**config.mk**
```make
export PLATFORM = sky130hd
export DESIGN_NAME = mac_dot_product_flat
export DESIGN_NICKNAME = d
export VERILOG_FILES = /design/src/rtl/mac_pkg.sv /design/src/rtl/mac_dot_product_if.sv /design/src/rtl/mac_acc_pipe.sv /design/src/rtl/mac_dot_product.sv /design/src/flat_wrapper.sv
export SDC_FILE = /design/constraint.sdc
export NUM_CORES = 1
export LEC_CHECK = 0
export CORE_MARGIN = 1.5
export CORE_UTILIZATION = 40
export CTS_CLUSTER_DIAMETER = 100
export DETAILED_ROUTE_END_ITERATION = 16
export PLACE_DENSITY = 0.63
export SETUP_SLACK_MARGIN = 0.4
export SLEW_MARGIN = 20
export SYNTH_ARGS = -nofsm -noshare
export SYNTH_HDL_FRONTEND = slang
export SYNTH_SLANG_ARGS = --single-unit
```
**constraint.sdc**
```tcl
create_clock -name clk -period 3.3 [get_ports clk]
set_clock_uncertainty 0.05 [all_clocks]
set_input_delay 0.495 -clock clk [delete_from_list [all_inputs] [get_ports clk]]
set_output_delay 0.495 -clock clk [all_outputs]
set_load 0.03 [all_outputs]
```
**src/rtl/mac_pkg.sv**
```systemverilog
// mac_pkg: shared constants and types for the streaming dot-product engine.
//   DATA_W_DEF / ACC_W_DEF : default operand and accumulator widths
//   mac_state_t            : sequencing FSM states
//   operand_t / acc_t      : signed operand and accumulator types at default widths
package mac_pkg;

    localparam int DATA_W_DEF = 16;
    localparam int ACC_W_DEF  = 32;

    typedef enum logic [1:0] {
        IDLE  = 2'd0,
        ACCUM = 2'd1,
        DRAIN = 2'd2,
        HOLD  = 2'd3
    } mac_state_t;

    typedef logic signed [DATA_W_DEF-1:0] operand_t;
    typedef logic signed [ACC_W_DEF-1:0]  acc_t;

endpackage

```
**src/rtl/mac_dot_product_if.sv**
```systemverilog
// mac_dot_product_if: operand input stream and result output stream of the
// dot-product engine.
//   in_valid/in_ready   : operand pair handshake
//   in_a, in_b          : signed operands
//   in_bias             : signed bias, meaningful only with the first term
//   out_valid/out_ready : result handshake
//   out_result          : signed dot-product result
//   out_overflow        : sticky signed-overflow flag for the result
// slave is the engine side, master is the source/sink side.
interface mac_dot_product_if #(
    parameter int DATA_W = 16,
    parameter int ACC_W  = 32
);
    logic                     in_valid;
    logic                     in_ready;
    logic signed [DATA_W-1:0] in_a;
    logic signed [DATA_W-1:0] in_b;
    logic signed [ACC_W-1:0]  in_bias;
    logic                     out_valid;
    logic                     out_ready;
    logic signed [ACC_W-1:0]  out_result;
    logic                     out_overflow;

    modport slave (
        input  in_valid, in_a, in_b, in_bias, out_ready,
        output in_ready, out_valid, out_result, out_overflow
    );

    modport master (
        output in_valid, in_a, in_b, in_bias, out_ready,
        input  in_ready, out_valid, out_result, out_overflow
    );
endinterface

```
**src/rtl/mac_acc_pipe.sv**
```systemverilog
// mac_acc_pipe: two-stage signed multiply-accumulate datapath.
//   clk, reset_n : clock, asynchronous active-low reset
//   vld          : operand pair accepted this cycle
//   first        : accepted pair is term 0 (accumulator seeded from bias)
//   clear        : result consumed, zero accumulator and overflow
//   a, b, bias   : signed operands and bias
//   busy         : a product is in flight between the two stages
//   acc          : running signed accumulator
//   overflow     : sticky signed-overflow flag
module mac_acc_pipe
    import mac_pkg::*;
#(
    parameter int DATA_W = DATA_W_DEF,
    parameter int ACC_W  = ACC_W_DEF
) (
    input  logic                     clk,
    input  logic                     reset_n,
    input  logic                     vld,
    input  logic                     first,
    input  logic                     clear,
    input  logic signed [DATA_W-1:0] a,
    input  logic signed [DATA_W-1:0] b,
    input  logic signed [ACC_W-1:0]  bias,
    output logic                     busy,
    output logic signed [ACC_W-1:0]  acc,
    output logic                     overflow
);

    // Two same-signed addends producing a sum of the other sign.
    function automatic logic add_ovf(input logic signed [ACC_W-1:0] x,
                                     input logic signed [ACC_W-1:0] y,
                                     input logic signed [ACC_W-1:0] s);
        return (x[ACC_W-1] == y[ACC_W-1]) && (s[ACC_W-1] != x[ACC_W-1]);
    endfunction

    logic signed [2*DATA_W-1:0] prod_p0;
    logic signed [ACC_W-1:0]    prod_p1;
    logic signed [ACC_W-1:0]    bias_p1;
    logic                       vld_p1;
    logic                       first_p1;
    logic signed [ACC_W-1:0]    addend_p1;
    logic signed [ACC_W-1:0]    sum_p1;

    assign prod_p0 = (2*DATA_W)'(a) * (2*DATA_W)'(b);

    // ---- stage 1: full-width product register ----
    always_ff @(posedge clk or negedge reset_n) begin
        if (!reset_n) begin
            vld_p1   <= 1'b0;
            first_p1 <= 1'b0;
        end else begin
            vld_p1   <= vld;
            first_p1 <= vld & first;
        end
    end

    always_ff @(posedge clk) begin
        if (vld) begin
            prod_p1 <= ACC_W'(prod_p0);
            bias_p1 <= bias;
        end
    end

    // ---- stage 2: accumulate and track overflow ----
    always_comb begin
        addend_p1 = first_p1 ? bias_p1 : acc;
        sum_p1    = addend_p1 + prod_p1;
    end

    always_ff @(posedge clk or negedge reset_n) begin
        if (!reset_n) begin
            acc      <= '0;
            overflow <= 1'b0;
        end else if (clear) begin
            acc      <= '0;
            overflow <= 1'b0;
        end else if (vld_p1) begin
            acc      <= sum_p1;
            overflow <= (overflow & ~first_p1) | add_ovf(addend_p1, prod_p1, sum_p1);
        end
    end

    assign busy = vld_p1;

endmodule

```
**src/rtl/mac_dot_product.sv**
```systemverilog
// mac_dot_product: streaming dot-product engine. Collects N_TERMS operand
// pairs, seeds the accumulator with the bias on term 0, and presents
// sum(a*b)+bias with a sticky overflow flag until it is consumed.
//   clk     : system clock, rising edge
//   reset_n : asynchronous active-low reset
//   bus     : operand input stream and result output stream (slave side)
module mac_dot_product
    import mac_pkg::*;
#(
    parameter int DATA_W  = DATA_W_DEF,
    parameter int ACC_W   = ACC_W_DEF,
    parameter int N_TERMS = 8
) (
    input logic               clk,
    input logic               reset_n,
    mac_dot_product_if.slave  bus
);

    localparam int                CNT_W = (N_TERMS > 1) ? $clog2(N_TERMS) : 1;
    localparam logic [CNT_W-1:0]  LAST  = CNT_W'(N_TERMS - 1);

    mac_state_t              state;
    mac_state_t              next_state;
    logic [CNT_W-1:0]        count;
    logic                    ready;
    logic                    xfer_in;
    logic                    xfer_out;
    logic                    busy;
    logic signed [ACC_W-1:0] acc;
    logic                    ovf;

    assign xfer_in  = bus.in_valid & ready;
    assign xfer_out = (state == HOLD) & bus.out_ready;

    always_comb begin
        next_state = state;
        case (state)
            IDLE:  if (xfer_in) next_state = (N_TERMS == 1) ? DRAIN : ACCUM;
            ACCUM: if (xfer_in && count == LAST) next_state = DRAIN;
            // Leave once the final product has passed through stage 2.
            DRAIN: if (!busy) next_state = HOLD;
            HOLD:  if (xfer_out) next_state = IDLE;
            default: next_state = IDLE;
        endcase
    end

    always_ff @(posedge clk or negedge reset_n) begin
        if (!reset_n) begin
            state <= IDLE;
            count <= '0;
            ready <= 1'b0;
        end else begin
            state <= next_state;
            if (xfer_in) count <= (next_state == DRAIN) ? '0 : count + 1'b1;
            // Registered so it stays low through reset and rises one edge later.
            ready <= (next_state == IDLE) || (next_state == ACCUM);
        end
    end

    mac_acc_pipe #(
        .DATA_W (DATA_W),
        .ACC_W  (ACC_W)
    ) u_pipe (
        .clk      (clk),
        .reset_n  (reset_n),
        .vld      (xfer_in),
        .first    (state == IDLE),
        .clear    (xfer_out),
        .a        (bus.in_a),
        .b        (bus.in_b),
        .bias     (bus.in_bias),
        .busy     (busy),
        .acc      (acc),
        .overflow (ovf)
    );

    assign bus.in_ready     = ready;
    assign bus.out_valid    = (state == HOLD);
    assign bus.out_result   = acc;
    assign bus.out_overflow = ovf;

endmodule

```
**src/flat_wrapper.sv**
```systemverilog
// flat-port wrapper written by rule: the top's interface ports become plain ports
module mac_dot_product_flat import mac_pkg::*;
#(
    parameter int DATA_W  = DATA_W_DEF,
    parameter int ACC_W   = ACC_W_DEF,
    parameter int N_TERMS = 8
)
  (clk, reset_n, bus_in_valid, bus_in_a, bus_in_b, bus_in_bias, bus_out_ready, bus_in_ready, bus_out_valid, bus_out_result, bus_out_overflow);
  mac_dot_product_if #(.DATA_W(DATA_W), .ACC_W(ACC_W)) bus_i ();
  input logic clk;
  input logic reset_n;
  input wire logic [$bits(bus_i.in_valid)-1:0] bus_in_valid;
  input wire logic [$bits(bus_i.in_a)-1:0] bus_in_a;
  input wire logic [$bits(bus_i.in_b)-1:0] bus_in_b;
  input wire logic [$bits(bus_i.in_bias)-1:0] bus_in_bias;
  input wire logic [$bits(bus_i.out_ready)-1:0] bus_out_ready;
  output wire logic [$bits(bus_i.in_ready)-1:0] bus_in_ready;
  output wire logic [$bits(bus_i.out_valid)-1:0] bus_out_valid;
  output wire logic [$bits(bus_i.out_result)-1:0] bus_out_result;
  output wire logic [$bits(bus_i.out_overflow)-1:0] bus_out_overflow;
  assign bus_i.in_valid = bus_in_valid;
  assign bus_i.in_a = bus_in_a;
  assign bus_i.in_b = bus_in_b;
  assign bus_i.in_bias = bus_in_bias;
  assign bus_i.out_ready = bus_out_ready;
  assign bus_in_ready = bus_i.in_ready;
  assign bus_out_valid = bus_i.out_valid;
  assign bus_out_result = bus_i.out_result;
  assign bus_out_overflow = bus_i.out_overflow;
  mac_dot_product #(.DATA_W(DATA_W), .ACC_W(ACC_W), .N_TERMS(N_TERMS)) u_core (.clk(clk), .reset_n(reset_n), .bus(bus_i));
endmodule
```
; Word-level counts from Yosys, hierarchy flattened
; Cells that the tools add are included.
[word_totals]
input_bits = 68
out_inout_bits = 35
register_bits = 105
[classes]
mul = 1
bitwise = 6
eq_ne = 8
muxes = 11
reduce_logical = 6
add_sub_neg = 2
[op_table]
columns = operator, n
row1 = two-way mux 32 bit, 3
row2 = adder 32 bit, 1
row3 = multiplier 16 x 16 -> 32 bit, 1
row4 = two-way mux 2 bit, 4
row5 = one-hot mux 2 bit (4 select lines), 1
row6 = == test 2 bit (second input constant), 3
row7 = bitwise AND 1 bit, 4
row8 = == test 2 x 1 -> 1 bit (second input constant), 2
row9 = logical NOT 2 bit, 2
row10 = adder 3 x 1 -> 3 bit (second input constant), 1
row11 = == test 3 bit (second input constant), 1
row12 = two-way mux 3 bit, 1
row13 = logical AND 1 bit, 2
row14 = two-way mux 1 bit, 2
row15 = nonzero test 2 bit, 1
row16 = == test 1 bit, 1
row17 = logical OR 1 bit, 1
row18 = != test 1 bit, 1
row19 = inverter 1 bit, 1
row20 = bitwise OR 1 bit, 1

; Longest topological paths before layout
; Gate-level depths: netlist of run 1.
[logic_depth]
ltp_word = 7
depth_mapped = 23
ltp_nobuf = 22

; Hierarchy
; From an unflattened synthesis of run 1, not the netlist that was laid out.
[hier_totals]
cells_unflattened = 1575
area_unflattened_um2 = 15489.9
[modules_own_cells]
columns = mod, seq_area_each_um2, area_per_inst_um2, instances, cells_each
row1 = mac_acc_pipe, 2797.7, 15193.3, 1, 1548
row2 = mac_dot_product, 150.1, 296.5, 1, 27

; Worst setup path before layout of run 1
; Ideal clock, no wire load.
[synth_timing]
path_kind = input to register
start = input bus_in_a[7]
end = register u_core.u_pipe.prod_p1[30], data pin
setup_slack_ns = -2.846
t_arrival_ns = 5.835
path_stages = 22
cell_sequence = clkbuf_1 nand2_1 fa_1 inv_1 fa_1 inv_1 fa_1 inv_1 fa_1 fa_1 inv_1 fa_1 inv_1 ha_1 and3_1 and4_1 nand3_1 a2111oi_0 nor2_1 o21ai_1 a211oi_1 xnor2_1
[synth_between]
elab_chain_cells = 1
[synth_lines]
columns = element, line_no
row1 = from (decl), flat_wrapper.sv:13  ; input wire logic [$bits(bus_i.in_a)-1:0] bus_in_a;
row2 = multiplier 16 x 16 -> 32 bit, mac_acc_pipe.sv:44  ; assign prod_p0 = (2*DATA_W)'(a) * (2*DATA_W)'(b);
row3 = via u_core.u_pipe.prod_p0[30], mac_acc_pipe.sv:36  ; logic signed [2*DATA_W-1:0] prod_p0;
row4 = to (signal assigned), mac_acc_pipe.sv:59  ; prod_p1 <= ACC_W'(prod_p0);
row5 = to (decl), mac_acc_pipe.sv:37  ; logic signed [ACC_W-1:0] prod_p1;
; The timed path passes the listed nets, and every way through them passes these cells.
; A chain may end at the register's enable or synchronous reset.

; Final worst setup path of run 1
[layout_timing]
start = input bus_in_a[11]
end = register u_core.u_pipe.prod_p1[31], data pin
; Same word-level chain as after synthesis.

==> results of run 1 <==
## area by class of cell
class / count / area [um^2]
clock buffer: 10 / 229
multi-input combinational: 1078 / 12200
tap: 511 / 639
sequential: 105 / 2950
inverter: 291 / 1090
fill: 3246 / 16800
clock inverter: 6 / 50.0
timing repair buffer: 383 / 3480
## logic make-up after synthesis
logic type               synth area share (%)
XOR/XNOR                                 3.18
flip-flops                               19.4
AO/OA/AOI/OAI                            9.14
multiplexers                             2.52
buffers and inverters                    8.41
adder cells (fa/ha/maj)                  44.2
AND/OR/NAND/NOR                          13.1
## state kept, by name (all words and copies together) (netlist names)
signal                  cells
u_core.count                3
u_core.u_pipe.bias_p1      32
u_core.bus.in_ready         1
u_core.u_pipe.acc          32
u_core.u_pipe.first_p1      1
u_core.state                2
u_core.u_pipe.prod_p1      32
u_core.u_pipe.overflow      1
u_core.u_pipe.busy          1
## timing repair
item / in CTS / in global routing
gates cloned: 4 / 1
resized for setup: 272 / 108
endpoints found under the setup margin: 47 / 50
setup buffers: 37 / 28
pin swaps: 110 / 113
## Yosys cell counts, drive strengths merged, types with 3 or more instances
cell / n / share of area (%)
nand2b: 13 / 0.54
edfxtp: 64 / 13
nand4: 3 / 0.12
a22o: 4 / 0.23
o21bai: 8 / 0.40
nand3: 13 / 0.43
a21oi: 42 / 1.4
nand2: 181 / 4.5
a21o: 32 / 1.6
or2: 4 / 0.16
ha: 115 / 9.5
clkbuf: 45 / 1.1
a21boi: 3 / 0.15
o311ai: 4 / 0.40
a32o: 4 / 0.26
a2111oi: 3 / 0.26
and3: 12 / 0.49
dfrtp: 41 / 6.8
xor2: 17 / 0.98
a31oi: 8 / 0.37
nor3: 9 / 0.30
fa: 263 / 35
o21ai: 57 / 1.9
xnor2: 38 / 2.2
nor2: 37 / 0.93
mux2: 33 / 2.4
a211oi: 13 / 0.68
and2: 120 / 4.9
or3: 4 / 0.16
o21a: 6 / 0.30
o211ai: 5 / 0.25
inv: 291 / 7.2
## through the flow
stage	cell area, um^2	setup TNS, ns	utilization [%]	setup slack, ns
final	20600	-52.87	55.1	-2.50
after global routing	20600	-57.36	55.1	-2.64
after CTS	20000	-51.33	53.4	-2.46
after detailed placement	18800	-72.68	50.0	-3.35
after global placement	18800	-71.75	50.0	-3.27
after floorplan	15900	-47.31	-	-2.40
## routing by layer
layer  wire, um  track usage, %
met1      17600            27.4
met2      19000            35.3
met3       1460            2.06
met4        610            4.66
met5          0               0
## path summary, 6_finish.rpt
kind,start,to,cells after the start,slack (ns)
max in group asynchronous,reset_n,u_core.u_pipe.first_p1$_DFF_PN0_,1,2.28
min,reset_n,u_core.u_pipe.acc[6]$_DFFE_PN0P_,1,0.24
max,bus_in_a[11],u_core.u_pipe.prod_p1[31]$_DFFE_PP_,22,-2.50
max reg2reg,u_core.u_pipe.first_p1$_DFF_PN0_,u_core.u_pipe.acc[26]$_DFFE_PN0P_,12,-0.09
min in group clk,u_core.u_pipe.acc[9]$_DFFE_PN0P_,u_core.u_pipe.acc[9]$_DFFE_PN0P_,2,0.46
min reg2reg,u_core.u_pipe.acc[9]$_DFFE_PN0P_,u_core.u_pipe.acc[9]$_DFFE_PN0P_,2,0.46
## worst max-delay path, cell delays in order
cell	delay (ns)
clkdlybuf4s15_1	0.17
buf_6	0.15
nand2_4	0.06
fa_1	0.53
fa_2	0.58
inv_1	0.05
fa_1	0.48
inv_1	0.05
fa_1	0.45
fa_1	0.48
fa_1	0.51
inv_2	0.05
ha_4	0.27
and3_4	0.19
and4_4	0.24
o311ai_4	0.11
a211oi_4	0.27
o211ai_1	0.15
buf_4	0.17
a21boi_4	0.17
o211a_1	0.19
nor3_2	0.04
==> flow_summary.rst, run 1 <==
.. list-table::
   :header-rows: 1

   * - Metric
     - Value
   * - Outcome
     - complete, but fails checks
   * - Failing checks
     - setup timing
   * - Count of pins on the block boundary
     - roughly 100
   * - Maximum operating frequency
     - approximately 170 MHz
   * - Final Slew Violations
     - 0
   * - Vias per cell
     - between 4 and 5
   * - Post-route setup slack
     - -2.50 ns
   * - Number of global-route vias before repair
     - ~13,000
   * - Worst max-slew margin expressed relative to the limit
     - a little over a third
   * - Final Cycle Share
     - 176%
   * - Most frequent cells in the layout
     - inv_1 (263), fa_1 (248), buf_4 (199)
   * - Final GP Congestion
     - between 0.8 and 0.9
   * - Die area
     - just under 40,000 um^2
   * - Synthesized area per cell
     - 9.97 um^2
   * - Die span in x
     - roughly 200 um
   * - Worst hold slack
     - 0.235 ns
   * - Unique masters post-synth
     - 63
   * - Number of port buffers
     - between 100 and 150
   * - Path type of the worst setup path
     - in2reg
   * - Cts hold-fix bufs
     - 0
   * - Number of standard cells after synthesis
     - 1,521
   * - Die Span Y
     - 198 um
   * - Clock-pin slew on the worst setup and hold paths
     - around 0.080 ns
   * - Final critical delay including setup and external delays
     - 5.80 ns
   * - # H-tree levels
     - 3
   * - Fraction of final layout cells with drive strength greater than 1
     - between 30% and 40%
   * - Global-route usage over all layers
     - between 20 and 25%
   * - Prevailing post-synth register cell
     - edfxtp_1
   * - Number of sinks on the clock net
     - between 100 and 150
   * - Mapped Nets
     - around 2,000
   * - Count of flip-flops with a built-in enable after synthesis
     - 64
   * - Post-detailed-routing wire length
     - slightly below 40 mm
   * - Most common cell after layout, fill and taps aside
     - inv_1
   * - Insertion delay to the later sink of the worst-skew pair
     - 0.35 ns
   * - Detailed placer's ending HPWL
     - slightly above 30 mm
   * - Final hold vios
     - 0
   * - Number of detailed-route iterations in the first pass
     - 5
   * - Setup repair after global routing missed its margin
     - true
   * - Area growth from synthesis to layout
     - 36.1%
   * - Std-Cell Rows
     - 71
   * - Final setup fails
     - 28
   * - Overall via count from detail_route
     - 11,600
   * - Kind of path behind the tightest hold check
     - in2async
   * - Initial antenna violation count
     - 0
   * - Number of non-filler instances in the completed layout
     - 2,384
   * - Core Region
     - 37,500 um^2
   * - Initial core utilization
     - 40.5%
   * - Number of violations of the max-capacitance limit
     - 0
   * - Count of nets after finishing
     - between 2,000 and 2,500
   * - Cell count after placement
     - 2,298
   * - Residual DRC count
     - 0
   * - Drt first-iter violations
     - 590
   * - Antenna diode count
     - 0
   * - Proportion of synthesized chip area in sequential cells
     - between 10% and 20%
   * - Root Buffer Master
     - clkbuf_16
   * - Nature of the critical path endpoint
     - flop
   * - Clock buffer depth
     - 2
   * - Post-synthesis instance area
     - between 15,000 and 20,000 um^2
   * - Type of element launching the critical path
     - input pin
   * - Critical Path AT
     - about 5.9 ns
   * - Crit path max fanout
     - 7
   * - Fraction of registers with async set or reset after synthesis
     - just under 40%
   * - Global-route wire length before repair
     - 63.5 mm
   * - Transition time at the pin with the least slew margin
     - between 0.9 and 1 ns
   * - TritonCTS clock tree
     - done
   * - Pin count of the biggest net entering global routing
     - 45
   * - Req. time, crit path
     - around 3.4 ns
   * - Count of nets left with antenna violations after detail routing
     - 0
   * - Total clock buffers created by CTS
     - 9
   * - Overall overflow remaining after global route
     - 0
   * - Number of warnings issued by yosys
     - 0
   * - Average wire per standard cell
     - roughly 16 um
   * - Number of storage elements in the synthesis netlist
     - around 110
Power of run 1 is left out: the tool's default activity adds up to more than one toggle a clock period on the data nets, which glitch-free logic cannot reach.
==> run 2, diff against run 1 <==
- SKIP_CTS_REPAIR_TIMING: unset -> 1
==> flow_summary.rst, run 2 (synthesis gave the netlist of run 1 again) <==
.. list-table::
   :header-rows: 1

   * - Metric
     - Value
   * - Kind of path behind the tightest hold check
     - in2async
   * - Transition time at the pin with the least slew margin
     - 0.976 ns
   * - Number of non-filler instances in the completed layout
     - 2,368
   * - Pin count of the biggest net entering global routing
     - 45
   * - Number of violations of the max-capacitance limit
     - 0
   * - Slowest cell delay on critical path
     - approximately 0.54 ns
   * - Cell count after placement
     - 2,298
   * - Final Cycle Share
     - 174%
   * - Std-Cell Rows
     - between 70 and 80
   * - Antenna diode count
     - 0
   * - Post-route setup slack
     - -2.46 ns
   * - Final Slew Violations
     - 0
   * - Outcome
     - complete, but fails checks
   * - Path type of the worst setup path
     - in2reg
   * - Area growth from synthesis to layout
     - 33.8%
   * - Number of port buffers
     - about 100
   * - Cell seen most often among critical-path stages
     - fa_1
   * - Overall via count from detail_route
     - around 12,000
   * - Drt first-iter violations
     - 542
   * - Number of sinks on the clock net
     - 105
   * - Most frequent cells in the layout
     - inv_1 (267), fa_1 (250), buf_4 (199)
   * - Setup repair after global routing missed its margin
     - true
   * - Worst max-slew margin expressed relative to the limit
     - between 30% and 40%
   * - Overall overflow remaining after global route
     - 0
   * - Residual DRC count
     - 0
   * - Req. time, crit path
     - 3.36 ns
   * - Die span in x
     - 198 um
   * - Number of global-route vias before repair
     - between 10,000 and 15,000
   * - Final GP Congestion
     - 0.865
   * - Global-route usage over all layers
     - a little under 20%
   * - Final hold vios
     - 0
   * - Insertion delay to the later sink of the worst-skew pair
     - 0.35 ns
   * - Failing checks
     - setup timing
   * - Detailed placer's ending HPWL
     - 31.1 mm
   * - Count of nets after finishing
     - between 2,000 and 2,500
   * - Number of detailed-route iterations in the first pass
     - 5
   * - FILL cells
     - between 3,000 and 4,000
   * - Root Buffer Master
     - clkbuf_16
   * - Maximum operating frequency
     - between 150 and 200 MHz
   * - Leading registers by flop count
     - u_core.u_pipe.acc: 32 flops, u_core.u_pipe.bias_p1: 32 flops, u_core.u_pipe.prod_p1: 32 flops
   * - Critical Path AT
     - between 5 and 6 ns
   * - Die area
     - 39,100 um^2
   * - TritonCTS clock tree
     - done
   * - Nature of the critical path endpoint
     - flop
   * - Count of pins on the block boundary
     - about 100
   * - Vias per cell
     - between 4 and 5
   * - Clock-pin slew on the worst setup and hold paths
     - around 0.080 ns
   * - Global-route wire length before repair
     - slightly above 60 mm
   * - Initial antenna violation count
     - 0
   * - Type of element launching the critical path
     - input pin
   * - Final critical delay including setup and external delays
     - approximately 5.8 ns
   * - Final setup fails
     - 30
   * - Core Region
     - ~37,000 um^2
   * - Post-detailed-routing wire length
     - about 38 mm
   * - Initial core utilization
     - about two fifths
   * - Total clock buffers created by CTS
     - 9
   * - Crit-path slowest cell
     - fa_1
   * - Count of nets left with antenna violations after detail routing
     - 0
   * - Most common cell after layout, fill and taps aside
     - inv_1
   * - Die Span Y
     - slightly below 200 um
   * - Clock buffer depth
     - 2
   * - Crit path max fanout
     - 7
   * - # H-tree levels
     - 3
   * - Fraction of final layout cells with drive strength greater than 1
     - between 20% and 30%
   * - Average wire per standard cell
     - approximately 16 um
   * - Worst slack after detailed placement
     - -3.35 ns
   * - Sequence of cells on the critical path
     - buf_6 > buf_8 > and2_4 > fa_1 > inv_1 > fa_1 > fa_1 > inv_2 > fa_1 > fa_1 > inv_1 > fa_1 > inv_2 > ha_4 > and3_4 > and4_4 > o311ai_4 > a211oi_4 > o211ai_1 > buf_4 > a21boi_4 > o211a_1 > nor3_2
[run 2: cell types whose count changed in the layout (fill, tap and decap cells not counted), sizes merged]
cell / change
buf: -27
dlymetal6s2s: +15
clkbuf: +11
clkdlybuf4s15: -9
dlygate4sd2: -6
[run 2: worst paths after layout]
| kind | slack [ns] | depth (start not counted) | end | start |
|---|---|---|---|---|
| worst max-delay path | -2.46 | 23 | u_core.u_pipe.prod_p1[31]$_DFFE_PP_ | bus_in_a[9] |
| worst min-delay path | 0.23 | 1 | u_core.u_pipe.acc[6]$_DFFE_PN0P_ | reset_n |
| worst max register to register | -0.11 | 12 | u_core.u_pipe.acc[26]$_DFFE_PN0P_ | u_core.u_pipe.first_p1$_DFF_PN0_ |
| worst min register to register | 0.46 | 2 | u_core.u_pipe.acc[10]$_DFFE_PN0P_ | u_core.u_pipe.acc[10]$_DFFE_PN0P_ |
| max in group asynchronous | 2.29 | 1 | u_core.u_pipe.acc[0]$_DFFE_PN0P_ | reset_n |
| min in group clk | 0.46 | 2 | u_core.u_pipe.acc[10]$_DFFE_PN0P_ | u_core.u_pipe.acc[10]$_DFFE_PN0P_ |
[run 2: routing by layer]
metal / global-route usage [%] / routed length, um / vias up
met3: 1.89 / 1570 / 42
li1: - / - / 5489
met4: 4.13 / 666 / 0
met5: 0 / 0 / -
met1: 26.8 / 17600 / 5743
met2: 32.8 / 18500 / 275
[run 2: critical path: cells and delay by family]
kind	cells	cell delay [ns]
AND/OR/NAND/NOR	4	0.64
adder cells (fa/ha/maj)	7	3.25
buffers and inverters	7	0.57
AO/OA/AOI/OAI	5	0.87
[run 2: layout make-up]
type	count	area [um^2]	share of cell area [%]
multi-input cells	1078	12100	59.4
flip-flops and latches	105	2950	14.5
clock inverters	6	50.0	0.246
clock buffers	10	229	1.13
repair buffers	367	3280	16.1
well taps	511	639	3.15
inverters	291	1090	5.39
[run 2: stage by stage]
stage	instance area (um^2)	hold slack (ns)	setup TNS, ns	utilization, %
6_report	20300	0.232	-51.84	54.2
5_1_grt	20300	0.312	-56.35	54.2
4_1_cts	19000	0.261	-62.45	50.8
3_5_place_dp	18800	0.451	-72.68	50.0
3_3_place_gp	18800	0.440	-71.75	50.0
2_1_floorplan	15900	0.149	-47.31	-
Power of run 2 is left out for the same reason.
